### config.mk
export PLATFORM = sky130hd
export DESIGN_NAME = mealy_seq_det
export DESIGN_NICKNAME = d
export VERILOG_FILES = /design/src/rtl/seq_det_pkg.sv /design/src/rtl/seq_det_sat_cnt.sv /design/src/rtl/mealy_seq_det.sv
export SDC_FILE = /design/constraint.sdc
export NUM_CORES = 1
export LEC_CHECK = 0
export ABC_AREA = 1
export CAP_MARGIN = 20
export CELL_PAD_IN_SITES_DETAIL_PLACEMENT = 1
export CELL_PAD_IN_SITES_GLOBAL_PLACEMENT = 1
export CORE_ASPECT_RATIO = 1.25
export CORE_MARGIN = 8
export CORE_UTILIZATION = 40
export DETAILED_ROUTE_END_ITERATION = 16
export PLACE_DENSITY = 0.85
export SLEW_MARGIN = 20
export SYNTH_ARGS = -nofsm -noshare
export SYNTH_HDL_FRONTEND = slang
export SYNTH_SLANG_ARGS = --single-unit
### constraint.sdc
create_clock -name clk -period 2.1 [get_ports clk]
set_input_delay 0.525 -clock clk [delete_from_list [all_inputs] [get_ports clk]]
set_output_delay 0.525 -clock clk [all_outputs]
set_load 0.05 [all_outputs]
### src/rtl/seq_det_pkg.sv
// Shared types and defaults for the serial pattern detector.
// Holds the FSM state set, default sizing constants and length clamping.
package seq_det_pkg;

    localparam int         PAT_W       = 4;
    localparam logic [3:0] PAT_DEFAULT = 4'b1011;
    localparam int         CNT_W       = 8;
    localparam int         LEN_W       = 5;

    typedef enum logic [1:0] {
        IDLE = 2'd0,
        RUN  = 2'd1,
        LOAD = 2'd2
    } state_t;

    // Lengths that cannot describe a useful pattern fall back to the
    // full register width.
    function automatic logic [LEN_W-1:0] clamp_len(
        input logic [LEN_W-1:0] l,
        input int               w
    );
        if (int'(l) < 2 || int'(l) > w) begin
            clamp_len = LEN_W'(w);
        end else begin
            clamp_len = l;
        end
    endfunction

endpackage

### src/rtl/seq_det_sat_cnt.sv
// Saturating event counter: counts inc pulses, holds at all-ones.
// Ports: clk, rst (async, active-high), inc, cnt[CNT_W-1:0].
module seq_det_sat_cnt #(
    parameter int CNT_W = seq_det_pkg::CNT_W
) (
    input  logic             clk,
    input  logic             rst,
    input  logic             inc,
    output logic [CNT_W-1:0] cnt
);

    logic [CNT_W-1:0] cnt_q;

    always_ff @(posedge clk or posedge rst) begin
        if (rst) begin
            cnt_q <= '0;
        end else if (inc && (cnt_q != '1)) begin
            cnt_q <= cnt_q + CNT_W'(1);
        end
    end

    assign cnt = cnt_q;

endmodule

### src/rtl/mealy_seq_det.sv
// Mealy serial pattern detector with runtime-loadable pattern/length.
// Ports: clk, rst, en, din, pat_load, pat_in, len_in -> dout, match_cnt.
module mealy_seq_det #(
    parameter int               PAT_W       = seq_det_pkg::PAT_W,
    parameter logic [PAT_W-1:0] PAT_DEFAULT =
        PAT_W'(seq_det_pkg::PAT_DEFAULT),
    parameter int               OVERLAP     = 1,
    parameter int               CNT_W       = seq_det_pkg::CNT_W
) (
    input  logic             clk,
    input  logic             rst,
    input  logic             en,
    input  logic             din,
    input  logic             pat_load,
    input  logic [PAT_W-1:0] pat_in,
    input  logic [4:0]       len_in,
    output logic             dout,
    output logic [CNT_W-1:0] match_cnt
);

    import seq_det_pkg::*;

    state_t           state_q;
    state_t           state_d;
    logic [PAT_W-1:0] hist_q;
    logic [PAT_W-1:0] hist_d;
    logic [4:0]       fill_q;
    logic [4:0]       fill_d;
    logic [PAT_W-1:0] pat_q;
    logic [PAT_W-1:0] pat_d;
    logic [4:0]       len_q;
    logic [4:0]       len_d;
    logic             dout_q;
    logic             dout_d;
    logic             match;

    logic [PAT_W-1:0] shifted;
    logic [PAT_W-1:0] len_mask;
    logic [4:0]       fill_inc;
    logic             full;
    logic             hit;

    // History as it would look after taking this cycle's bit.
    assign shifted = PAT_W'({hist_q, din});

    always_comb begin
        len_mask = '0;
        for (int i = 0; i < PAT_W; i++) begin
            len_mask[i] = (i < int'(len_q));
        end
    end

    // Enough bits have arrived (counting the current one) to judge.
    assign full = ({1'b0, fill_q} + 6'd1) >= {1'b0, len_q};

    assign hit = full &&
        (((shifted ^ pat_q) & len_mask) == '0);

    assign fill_inc = (fill_q < len_q) ?
        (fill_q + 5'd1) : fill_q;

    always_comb begin
        state_d = state_q;
        hist_d  = hist_q;
        fill_d  = fill_q;
        pat_d   = pat_q;
        len_d   = len_q;
        dout_d  = 1'b0;
        match   = 1'b0;

        case (state_q)
            IDLE: begin
                state_d = RUN;
            end
            RUN: begin
                if (pat_load) begin
                    state_d = LOAD;
                    pat_d   = pat_in;
                    len_d   = clamp_len(len_in, PAT_W);
                    hist_d  = '0;
                    fill_d  = '0;
                end else if (en) begin
                    hist_d = shifted;
                    fill_d = fill_inc;
                    if (hit) begin
                        match  = 1'b1;
                        dout_d = 1'b1;
                        // Non-overlap mode: matched bits may not
                        // seed the next match.
                        if (OVERLAP == 0) begin
                            fill_d = '0;
                        end
                    end
                end
            end
            LOAD: begin
                if (pat_load) begin
                    state_d = LOAD;
                    pat_d   = pat_in;
                    len_d   = clamp_len(len_in, PAT_W);
                    hist_d  = '0;
                    fill_d  = '0;
                end else begin
                    state_d = RUN;
                end
            end
            default: begin
                state_d = IDLE;
            end
        endcase
    end

    always_ff @(posedge clk or posedge rst) begin
        if (rst) begin
            state_q <= IDLE;
            hist_q  <= '0;
            fill_q  <= '0;
            pat_q   <= PAT_DEFAULT;
            len_q   <= 5'(PAT_W);
            dout_q  <= 1'b0;
        end else begin
            state_q <= state_d;
            hist_q  <= hist_d;
            fill_q  <= fill_d;
            pat_q   <= pat_d;
            len_q   <= len_d;
            dout_q  <= dout_d;
        end
    end

    assign dout = dout_q;

    seq_det_sat_cnt #(
        .CNT_W (CNT_W)
    ) u_cnt (
        .clk (clk),
        .rst (rst),
        .inc (match),
        .cnt (match_cnt)
    );

endmodule

# ---- Word-level counts from Yosys, hierarchy flattened
# Cells that the tools add are included.
dict set report totals {
  wordCells 54
  reg_bits 28
}
dict set report op_classes {
  magnitude_cmp 8
  bitwise_logic 2
  muxes 17
  n_addsub 3
  n_eq_ne 7
  reduce_logical 10
}
# op n
set ops {}
lappend ops {{$mux W5} 5}
lappend ops {{$lt A1 B5 Y1 const A} 2}
lappend ops {{$lt A2 B5 Y1 const A} 2}
lappend ops {{$pmux W5 S2} 1}
lappend ops {{$mux W3} 3}
lappend ops {{$add A8 B1 Y8 const B} 1}
lappend ops {{$ne A8 B8 Y1 const B} 1}
lappend ops {{$add A5 B1 Y6 const B} 1}
lappend ops {{$ge A6 B5 Y1} 1}
lappend ops {{$ne A3 B3 Y1 const B} 2}
lappend ops {{$pmux W2 S3} 1}
lappend ops {{$pmux W3 S2} 1}
lappend ops {{$add A5 B1 Y5 const B} 1}
lappend ops {{$gt A5 B3 Y1 const B} 1}
lappend ops {{$lt A5 B2 Y1 const B} 1}
lappend ops {{$lt A5 B5 Y1} 1}
lappend ops {{$and A4 B4 Y4} 1}
lappend ops {{$logic_not A4 Y1} 1}
lappend ops {{$mux W1} 4}
lappend ops {{$mux W2} 2}
lappend ops {{$ne A2 B2 Y1 const B} 2}
lappend ops {{$reduce_and A4 Y1} 1}
lappend ops {{$xor A4 B4 Y4} 1}
lappend ops {{$reduce_and A3 Y1} 1}
lappend ops {{other kinds (8)} 9}

# ---- Depth between registers and ports, before layout
# Gate-level depths: netlist (run 1).
dict set report logic_depth {
  ltp_word 9
  mapped_depth 12
}

# ---- Cells and area by module
# From an unflattened synthesis (run 1), not the netlist that was laid out.
dict set report hier_totals {
  hier_cells 239
  hier_area_um2 1784.2
}
# module cells_each seq_area_each_um2 area_each_um2 instances
set by_module_without_submodules {}
lappend by_module_without_submodules {mealy_seq_det 176 505.5 1311.3 1}
lappend by_module_without_submodules {seq_det_sat_cnt 63 200.2 473.0 1}

# ---- Worst setup path before layout (run 1)
# OpenSTA, ideal clock, no wires.
dict set report synth_timing {
  kind {flip-flop to flip-flop}
  start {register fill_q[0]}
  end {register u_cnt.cnt_q[3], in the netlist u_cnt.cnt[3]}
  slack_ns 0.253
  required_time_ns 1.980
  arrival_time_ns 1.727
  stages_incl_launch_ff 13
  path_cell_list {dfrtp_1 ha_1 xor2_1 ha_1 nand2_1 inv_1 nand2_1 nand2_1 nand2_1 nand2_1 nand3_4 nand2_1 nand2_1}
}
dict set report synth_between {
  elab_chain_len 8
}
# element line_no
set synth_rtl {}
lappend synth_rtl {{start: declaration} mealy_seq_det.sv:27} ;# logic [4:0] fill_q;
lappend synth_rtl {{start signal: assignment} mealy_seq_det.sv:124} ;# fill_q <= fill_d;
lappend synth_rtl {{$add A5 B1 Y6} mealy_seq_det.sv:54} ;# assign full = ({1'b0, fill_q} + 6'd1) >= {1'b0, len_q};
lappend synth_rtl {{$ge A6 B5 Y1} mealy_seq_det.sv:54}
lappend synth_rtl {{$logic_and A1 B1 Y1} mealy_seq_det.sv:56} ;# assign hit = full &&
lappend synth_rtl {{$mux W1} mealy_seq_det.sv:85} ;# if (hit) begin
lappend synth_rtl {{$mux W1} mealy_seq_det.sv:82} ;# end else if (en) begin
lappend synth_rtl {{$mux W1} mealy_seq_det.sv:76} ;# if (pat_load) begin
lappend synth_rtl {{$mux W1} mealy_seq_det.sv:71} ;# case (state_q)
lappend synth_rtl {{$logic_and A1 B1 Y1} seq_det_sat_cnt.sv:17} ;# end else if (inc && (cnt_q != '1)) begin
lappend synth_rtl {{end signal: assignment} seq_det_sat_cnt.sv:18} ;# cnt_q <= cnt_q + CNT_W'(1);
lappend synth_rtl {{end: declaration} seq_det_sat_cnt.sv:12} ;# logic [CNT_W-1:0] cnt_q;
# No other way between the ends.
# A chain may end at the register's enable or synchronous reset.

# ---- Final worst setup path (run 1)
dict set report layout_timing {
  start {register fill_q[0]}
  end {register u_cnt.cnt_q[5], in the netlist u_cnt.cnt[5]}
}
# Same word-level chain as after synthesis.

==> results of run 1 <==
[state kept, by name (all words and copies together), names as in the netlist]
register   cells
fill_q         5
state_q        2
dout           1
pat_q          4
len_q          5
hist_q         3
u_cnt.cnt      8
[worst min-delay path, delay by kind of cell, from the launching register on]
kind,cells,cell delay [ps]
buffers and inverters,1,60
AOI/OAI and AO/OA,1,80
DFF,1,380
[cell type report]
cell class / instances / area (um^2) / share of cell area, %
repair buffers: 28 / 245 / 11.4
inverters: 30 / 113 / 5.24
well taps: 58 / 72.6 / 3.38
clock buffers: 4 / 55.1 / 2.56
multi-input cells: 159 / 957 / 44.5
flip-flops and latches: 28 / 707 / 32.9
[cell families after synthesis]
logic type,count (synthesis)
AND/OR/NAND/NOR,103
XOR/XNOR,9
adder cells (fa/ha/maj),16
AO/OA/AOI/OAI,30
flip-flops,28
buffers and inverters,31
[repair_timing]
item | CTS | global route
endpoints found under the setup margin | 8 | 8
gates cloned | 0 | 1
endpoints found under the hold margin | 0 | 0
setup buffers | 0 | 0
resized for setup | 1 | 6
[path summary, 6_finish.rpt]
path                                 to  slack [ps]
max                        u_cnt.cnt[5]         100
max reg2reg                u_cnt.cnt[5]         100
min reg2reg                    pat_q[3]         520
max in group asynchronous      pat_q[3]        1180
min in group asynchronous  u_cnt.cnt[5]         610
min                            pat_q[3]         520
[layer usage]
metal	part of all wire (%)	track usage, %
met2	53	25.4
met4	1.8	6.23
met5	0	0
met1	42	15.5
met3	2.6	2.67
[report_power, final]
part / internal (mW) / total, mW / leakage, nW / switching (mW)
combinational: 0.341 / 0.980 / 0.684 / 0.639
sequential: 0.694 / 0.816 / 0.367 / 0.121
clock: 0.168 / 0.341 / 0.0288 / 0.172
total: 1.20 / 2.14 / 1.08 / 0.932
[per-stage QoR]
stage	TNS (ps)	setup WS, ps
4_1_cts	0	49.4
3_5_place_dp	-82.3	-48.6
5_1_grt	0	13.4
3_3_place_gp	0	114
6_report	0	97.5
2_1_floorplan	0	253
[layout by cell type, fill, tap and decap left out, types with 3 or more instances in the layout]
cell type,instances
buf_4,14
nand4_1,10
nand2_1,65
nor3_1,3
dfrtp_1,23
nand2_2,3
nand3_2,3
o21ai_0,19
dfstp_2,4
inv_1,25
clkbuf_8,4
clkdlybuf4s50_1,14
a21oi_1,7
nand3_1,6
xor2_1,3
xnor2_1,4
nor2_1,7
inv_2,5
ha_1,15
==> flow_summary.toml, run 1 <==
[die]
row_count = 27
core-area_mm2 = 0.00429
die_x_um = 75.0
start_util_pct = 40.6
die_area_mm2 = 0.00674
io_pins = 23
die_y_um = 89.8

[clock_tree]
clkTransAtPathRegs_ps = 100
clkLatencyLatePin_ps = 280
postCtsHoldBufs = 0
root_buffer = "clkbuf_8"
max-clock-path-buffers = 2
clkSinkCount = 28
numCtsBuffers = 3
htree_levels = 1
cts_tree = "done"

[global_route]
antenna_found_initial = 0
grt_pass1_vias = 1699
grt_pass1_wl_mm = 7.73
overflow = 0
grtUsageTotal_pct = 14.3
grt_max_degree = 29

[finish]
instances_no_fill = 307
post-route-cell-area_mm2 = 0.00215
final_nets = 280
fillCellCount = 537
n_antenna_cell = 0
fin_util_pct = 50.1
area_delta_synth_final_pct = 23.3
drive_gt1_share_pct = 17.3

[pwr]
p_leak_nw = 1.08
finalPower_mw = 2.14
power.density_mw_per_mm2 = 994
ir_worst_vdd_v = 0.000293

[setup_path]
crit_start = "fill_q[0]"
critical_path_class = "flop to flop"
critPathMostFrequentCell = "nand2_1"
cp.arrival_ps = 2170
path_delay_family = "simple AND/OR/NAND/NOR gates"
path_buf_inv = 1
path_cells = "ha_2 -> xor2_2 -> ha_1 -> nand2_1 -> inv_1 -> nand2_1 -> nand2_1 -> nand2_1 -> nand2_4 -> nand3_4 -> nand2_1 -> nand2_1"
critPathMaxStageDelay_ps = 450
worstPathMaxFanout = 8
worst-endpoint-required_ps = 2270
r2r_start = "fill_q[0]"
crit_path_start_kind = "flop"
crit_slowest_cell = "dfrtp_1"
cp-end-kind = "flop"
reg2reg_depth = 12
worst-path-stages = 12

[logic_synthesis]
synth.area.mux_share_pct = 0
synth-adder-area-share_pct = 11.5
syn_area_mm2 = 0.00174
synth_top_area_cell = "dfrtp_1"
synth_compound_area_share_pct = 9.12
yosysTopAreaCellShare_pct = 34.5
synth_area_leaders = "dfrtp_1, nand2_1, ha_1"
yosysWarningCount = 0
async_reset_ff_share_pct = 100
synth_top_family_by_area = "simple AND/OR/NAND/NOR gates"
synth_commonest_cells = "nand2_1, inv_1, dfrtp_1"
synth.avg_cell_area_um2 = 8.03
yosys.area_share.simple_pct = 27.7
yosysSeqAreaShare_pct = 40.5
synth-xor-area-share_pct = 4.52
yosysMostFrequentCell = "nand2_1"
synth-main-ff-cell = "dfrtp_1"
ys_ff_latch = 28
syn_inst = 217
synth_edf_count = 0
synthDistinctLibCells = 26
syn-num-nets = 247

[drt]
routed_wl_mm = 4.53
vias = 1553
first_pass_iters = 4
remaining_drc_errors = 0
ant_nets = 0
vias_per_cell = 5.06
first_iter_violations = 46
wire_per_inst_um = 14.7

[min_path]
hold_path.class = "flop to flop"
hp-start = "pat_q[3]"
hold_depth = 2

[timing]
relSlewSlack_pct = 67.3
tightest_slew_ps = 489
whs_ps = 522
finalHoldViolations = 0
skew_ps = 4.12
max_freq_ghz = 0.499
period_share_pct = 95.4
period_needed_ps = 2000
rsz0062_at_grt = "no"
drv_slew = 0
setup_viol = 0

[flow_run]
max_cap_violations = 0

[run_status]
outcome = "finished, final reports clean"

[placed_design]
dp_hpwl_mm = 3.43
gp_congestion = 0.750
placed_cells = 302
place_area_mm2 = 0.00206
io_buffers = 22
Note: power is estimated with default switching activity, not from simulation.
==> inputs of run 2 (changes only) <==
CORE_UTILIZATION = 36   (was 40)
PLACE_DENSITY = 0.81   (was 0.85)
clock period = 1.7 ns   (was 2.1 ns; I/O delays follow)
==> run 2 against run 1 <==
The run now ends with negative setup slack left. Utilization rose by 3.8 points. Clock power rose by 57%. Maximum frequency rose by 6.3%. Sequential share of layout area fell by 4.7 points. Clock skew rose by 5.8 ps. Worst setup slack got worse by 280 ps. Via count rose by 6.2%. Sequential cell count did not move. Cell area rose by 18%. Routed wire length rose by 12%. Die area rose by 8.9%. Global-route usage fell by 0.91 points. Largest cell class unchanged. Highest routed layer unchanged.
==> flow_summary.toml, run 2 (synthesized netlist as in run 1, its figures left out) <==
[setup_path]
worst-endpoint-required_ps = 1880
endpoint = "u_cnt.cnt[4]"
crit_path_start_kind = "flop"
r2r_start = "fill_q[0]"
rrSetupSlack_ps = -180
worstPathMaxFanout = 8
reg2reg_to = "u_cnt.cnt[4]"
cp-end-kind = "flop"
critical_path_class = "flop to flop"
cp.arrival_ps = 2060
reg2reg_depth = 12
crit_start = "fill_q[0]"

[clock_tree]
htree_levels = 1
max-clock-path-buffers = 2
clkTransAtPathRegs_ps = 110
postCtsHoldBufs = 0
cts_tree = "done"
numCtsBuffers = 3
clkLatencyLatePin_ps = 280
clkSinkCount = 28
root_buffer = "clkbuf_8"

[finish]
final_nets = 306
register_area_um2 = 712
area_delta_synth_final_pct = 45.2
layout_commonest_cell = "nand2_1"
drive_gt1_share_pct = 30.5
instances_no_fill = 335
fin_util_pct = 53.9
n_antenna_cell = 0
fillCellCount = 563
multi_input_area_mm2 = 0.00101
largest_reg_flops = 8
final_cell_mix = "nand2_1, buf_4, inv_1"

[pwr]
finalPower_mw = 3.16
p_leak_nw = 1.25
power.density_mw_per_mm2 = 1250
ir_worst_vdd_v = 0.000602

[timing]
drv_slew = 0
max_freq_ghz = 0.531
rsz0062_at_grt = "yes"
setup_slack_ps = -184
finalHoldViolations = 0
relSlewSlack_pct = 75.9
tns_ps = -2130
period_share_pct = 111
period_needed_ps = 1880
skew_ps = 9.94
setup_viol = 14
tightest_slew_ps = 361

[drt]
vias = 1650
vias_per_cell = 4.93
first_iter_violations = 30
routed_wl_mm = 5.05
remaining_drc_errors = 0
first_pass_iters = 4
ant_nets = 0
wire_per_inst_um = 15.1

[die]
core-area_mm2 = 0.00469
die_x_um = 78.2
start_util_pct = 37.1
row_count = 28
io_pins = 23
die_y_um = 93.8
die_area_mm2 = 0.00734

[global_route]
antenna_found_initial = 0
grt_pass1_vias = 1773
grt_pass1_wl_mm = 8.07
overflow = 0
grt_max_degree = 29
grtUsageTotal_pct = 13.4

[flow_run]
max_cap_violations = 0

[run_status]
outcome = "finished, violations left"
violations = "negative setup slack"

[placed_design]
dp_hpwl_mm = 3.71
placed_cells = 323
io_buffers = 22
gp_congestion = 0.757

[min_path]
hold_path.class = "input pin to asynchronous set/reset pin"
run 2: changes by cell type in the layout (fill, tap and decap cells not counted), sizes merged:
cell / delta
bufinv: +1
nand2: +1
buf: +26
clkdlybuf4s50: -1
clkbuf: -1
run 2: power breakdown:
| part | total, mW | leakage (nW) | switching (mW) | internal [mW] |
|---|---|---|---|---|
| logic | 1.61 | 0.848 | 0.912 | 0.703 |
| registers | 1.01 | 0.362 | 0.143 | 0.864 |
| clock network | 0.537 | 0.0357 | 0.221 | 0.316 |
| total | 3.16 | 1.25 | 1.28 | 1.88 |
run 2: cell type report:
cell class,instances,area share [%]
clock buffer,3,1.63
clock inverter,1,1.19
inverter,30,4.45
multi-input combinational,160,40.0
sequential,28,28.1
tap,60,2.97
timing repair buffer,53,21.6
run 2: how the worst min path moves through the flow:
stage | start | endpoint | slack [ps]
floorplan | pat_q[0] | pat_q[0] | 480
global placement | pat_q[0] | pat_q[0] | 500
detailed placement | pat_q[1] | pat_q[1] | 510
CTS | rst | u_cnt.cnt[6] | 510
global route | rst | u_cnt.cnt[6] | 540
finish | rst | u_cnt.cnt[6] | 500
run 2: what timing repair did:
action / in CTS / in global routing
pin swaps: 3 / 4
buffers inserted: 2 / 4
gates cloned: 1 / 1
setup endpoints to repair: 14 / 14
resized for setup: 11 / 13
run 2: worst max-delay path: stages, from the launching register on:
cell and delay [ps]:
dfrtp_2 460, ha_4 180, xor2_2 150, ha_1 280, nand2_1 50, inv_1 50
nand2_1 60, nand2_1 80, nand2_2 70, nand2_4 90, nand3_4 140, nand2_2 120
nand2_1 50
run 2: stage by stage:
stage	worst slack (ps)	hold WS (ps)	instance area [um^2]
after floorplan	3.45	483	1760
after global placement	-126	496	2320
after detailed placement	-209	513	2320
after CTS	-192	507	2450
after global routing	-281	542	2530
final	-184	496	2530
run 2: routing by layer:
| layer | up-vias | share of wire (%) | track usage [%] |
|---|---|---|---|
| met4 | 0 | 1.3 | 2.63 |
| met1 | 803 | 42 | 14.3 |
| li1 | 817 | - | - |
| met3 | 6 | 2.5 | 2.68 |
| met5 | - | 0 | 0 |
| met2 | 24 | 54 | 26.3 |
==> inputs of run 3 (changes only) <==
SETUP_SLACK_MARGIN = 0.1   (was not set)
==> run 3 against run 2 <==
The run still ends with negative setup slack left. Register-to-register slack barely moved. Total power fell by 5.4%. Cell area fell by 2.4%. Worst setup slack improved by 3.7 ps. Clock skew fell by 2.7 ps. Non-clock buffer count fell by 6. Combinational power barely moved. Largest cell class unchanged.
==> flow_summary.toml, run 3 (synthesized netlist as in run 1, its figures left out) <==
[setup_path]
rrSetupSlack_ps = -180
cp.arrival_ps = 2060
worst-endpoint-required_ps = 1880
cp-end-kind = "flop"
crit_path_start_kind = "flop"
path_cells = "ha_4 -> xor2_2 -> ha_1 -> nand2_1 -> inv_1 -> nand2_1 -> nand2_1 -> nand2_2 -> nand2_4 -> nand3_4 -> nand2_1 -> nand2_1"
worstPathMaxFanout = 8
crit_slowest_cell = "dfrtp_2"
critical_path_class = "flop to flop"
critPathMostFrequentCell = "nand2_1"
critPathMaxStageDelay_ps = 460

[timing]
skew_ps = 7.28
tightest_slew_ps = 364
max_freq_ghz = 0.532
finalHoldViolations = 0
period_share_pct = 111
whs_ps = 509
setup_slack_ps = -181
period_needed_ps = 1880
relSlewSlack_pct = 75.7
rsz0062_at_grt = "yes"
drv_slew = 0
setup_viol = 14

[finish]
layout_commonest_cell = "nand2_1"
post-route-cell-area_mm2 = 0.00247
n_antenna_cell = 0
final_cell_mix = "nand2_1, buf_4, inv_1"
fin_util_pct = 52.6
largest_reg_flops = 8
area_delta_synth_final_pct = 41.7
fillCellCount = 575
drive_gt1_share_pct = 29.7
final_nets = 300
instances_no_fill = 329

[die]
core-area_mm2 = 0.00469
die_x_um = 78.2
io_pins = 23
die_y_um = 93.8
start_util_pct = 37.1
row_count = 28
die_area_mm2 = 0.00734

[clock_tree]
clkTransAtPathRegs_ps = 100
clkSinkCount = 28
numCtsBuffers = 3
max-clock-path-buffers = 2
clkLatencyLatePin_ps = 280
root_buffer = "clkbuf_8"
cts_tree = "done"
htree_levels = 1

[placed_design]
placed_cells = 317
io_buffers = 22
dp_hpwl_mm = 3.65
gp_congestion = 0.743
pre_cts_slack_ps = -279
place_area_mm2 = 0.00228

[drt]
first_pass_iters = 4
remaining_drc_errors = 0
first_iter_violations = 41
vias = 1640
wire_per_inst_um = 15.0
ant_nets = 0
vias_per_cell = 4.98
routed_wl_mm = 4.95

[pwr]
ir_worst_vdd_v = 0.000636
power.density_mw_per_mm2 = 1210
p_leak_nw = 1.20

[min_path]
hold_path.class = "input pin to asynchronous set/reset pin"

[global_route]
grt_max_degree = 29
grtUsageTotal_pct = 14.0
antenna_found_initial = 0
grt_pass1_wl_mm = 8.42
grt_pass1_vias = 1796
overflow = 0

[flow_run]
max_cap_violations = 0

[run_status]
violations = "negative setup slack"
outcome = "finished, violations left"
run 3: cell types whose count changed in the layout (fill, tap and decap cells not counted), sizes merged:
cell,previous run,this run
clkbuf,3,4
bufinv,1,0
buf,40,34
run 3: worst paths after layout:
kind	startpoint	end	cells past startpoint
setup / recovery	fill_q[1]	u_cnt.cnt[4]	12
hold / removal	rst	u_cnt.cnt[2]	3
setup reg to reg	fill_q[1]	u_cnt.cnt[4]	12
hold reg to reg	pat_q[3]	pat_q[3]	2
max in group asynchronous	rst	len_q[2]	3
min in group clk	pat_q[3]	pat_q[3]	2
run 3: what timing repair did:
item,4_1_cts,5_1_grt
hold buffers,0,0
endpoints found under the setup margin,15,17
pin swaps,6,7
gates resized for setup,18,10
setup buffers,4,2
hold endpoints to repair,0,0
cloned,2,0
run 3: area by class of cell:
type	instances	area (um^2)	share of cell area, %
inverter	30	113	4.56
multi-input combinational	160	1020	41.5
sequential	28	711	28.8
timing repair buffer	47	502	20.3
clock buffer	4	45.0	1.82
tap	60	75.1	3.04
run 3: where the power goes:
part / total (mW) / internal (mW) / leakage, nW / switching [mW]
Clock: 0.389 / 0.169 / 0.0228 / 0.221
Combinational: 1.60 / 0.679 / 0.812 / 0.920
Sequential: 1.00 / 0.862 / 0.363 / 0.140
Total: 2.99 / 1.71 / 1.20 / 1.28
run 3: critical path: cells and delay by family, from the launching register on:
family | cells | cell delay [ps]
buffers and inverters | 1 | 60
AND/OR/NAND/NOR | 8 | 660
XOR/XNOR | 1 | 150
flip-flops | 1 | 460
adder cells (fa/ha/maj) | 2 | 450
run 3: stage by stage:
stage | setup TNS [ps] | total power, mW
final | -2100 | 2.99
after floorplan | 0 | 1.83
after global routing | -3510 | 3.24
after CTS | -1370 | 2.94
after global placement | -1760 | 2.30
after detailed placement | -3110 | 2.38
run 3: metal layers:
metal  vias up  track usage, %  share of wire, %
li1        808               -                 -
met1       801            15.3                41
met2        25            25.8                54
met3         6            3.07               3.6
met4         0            4.80               1.5
met5         -               0                 0
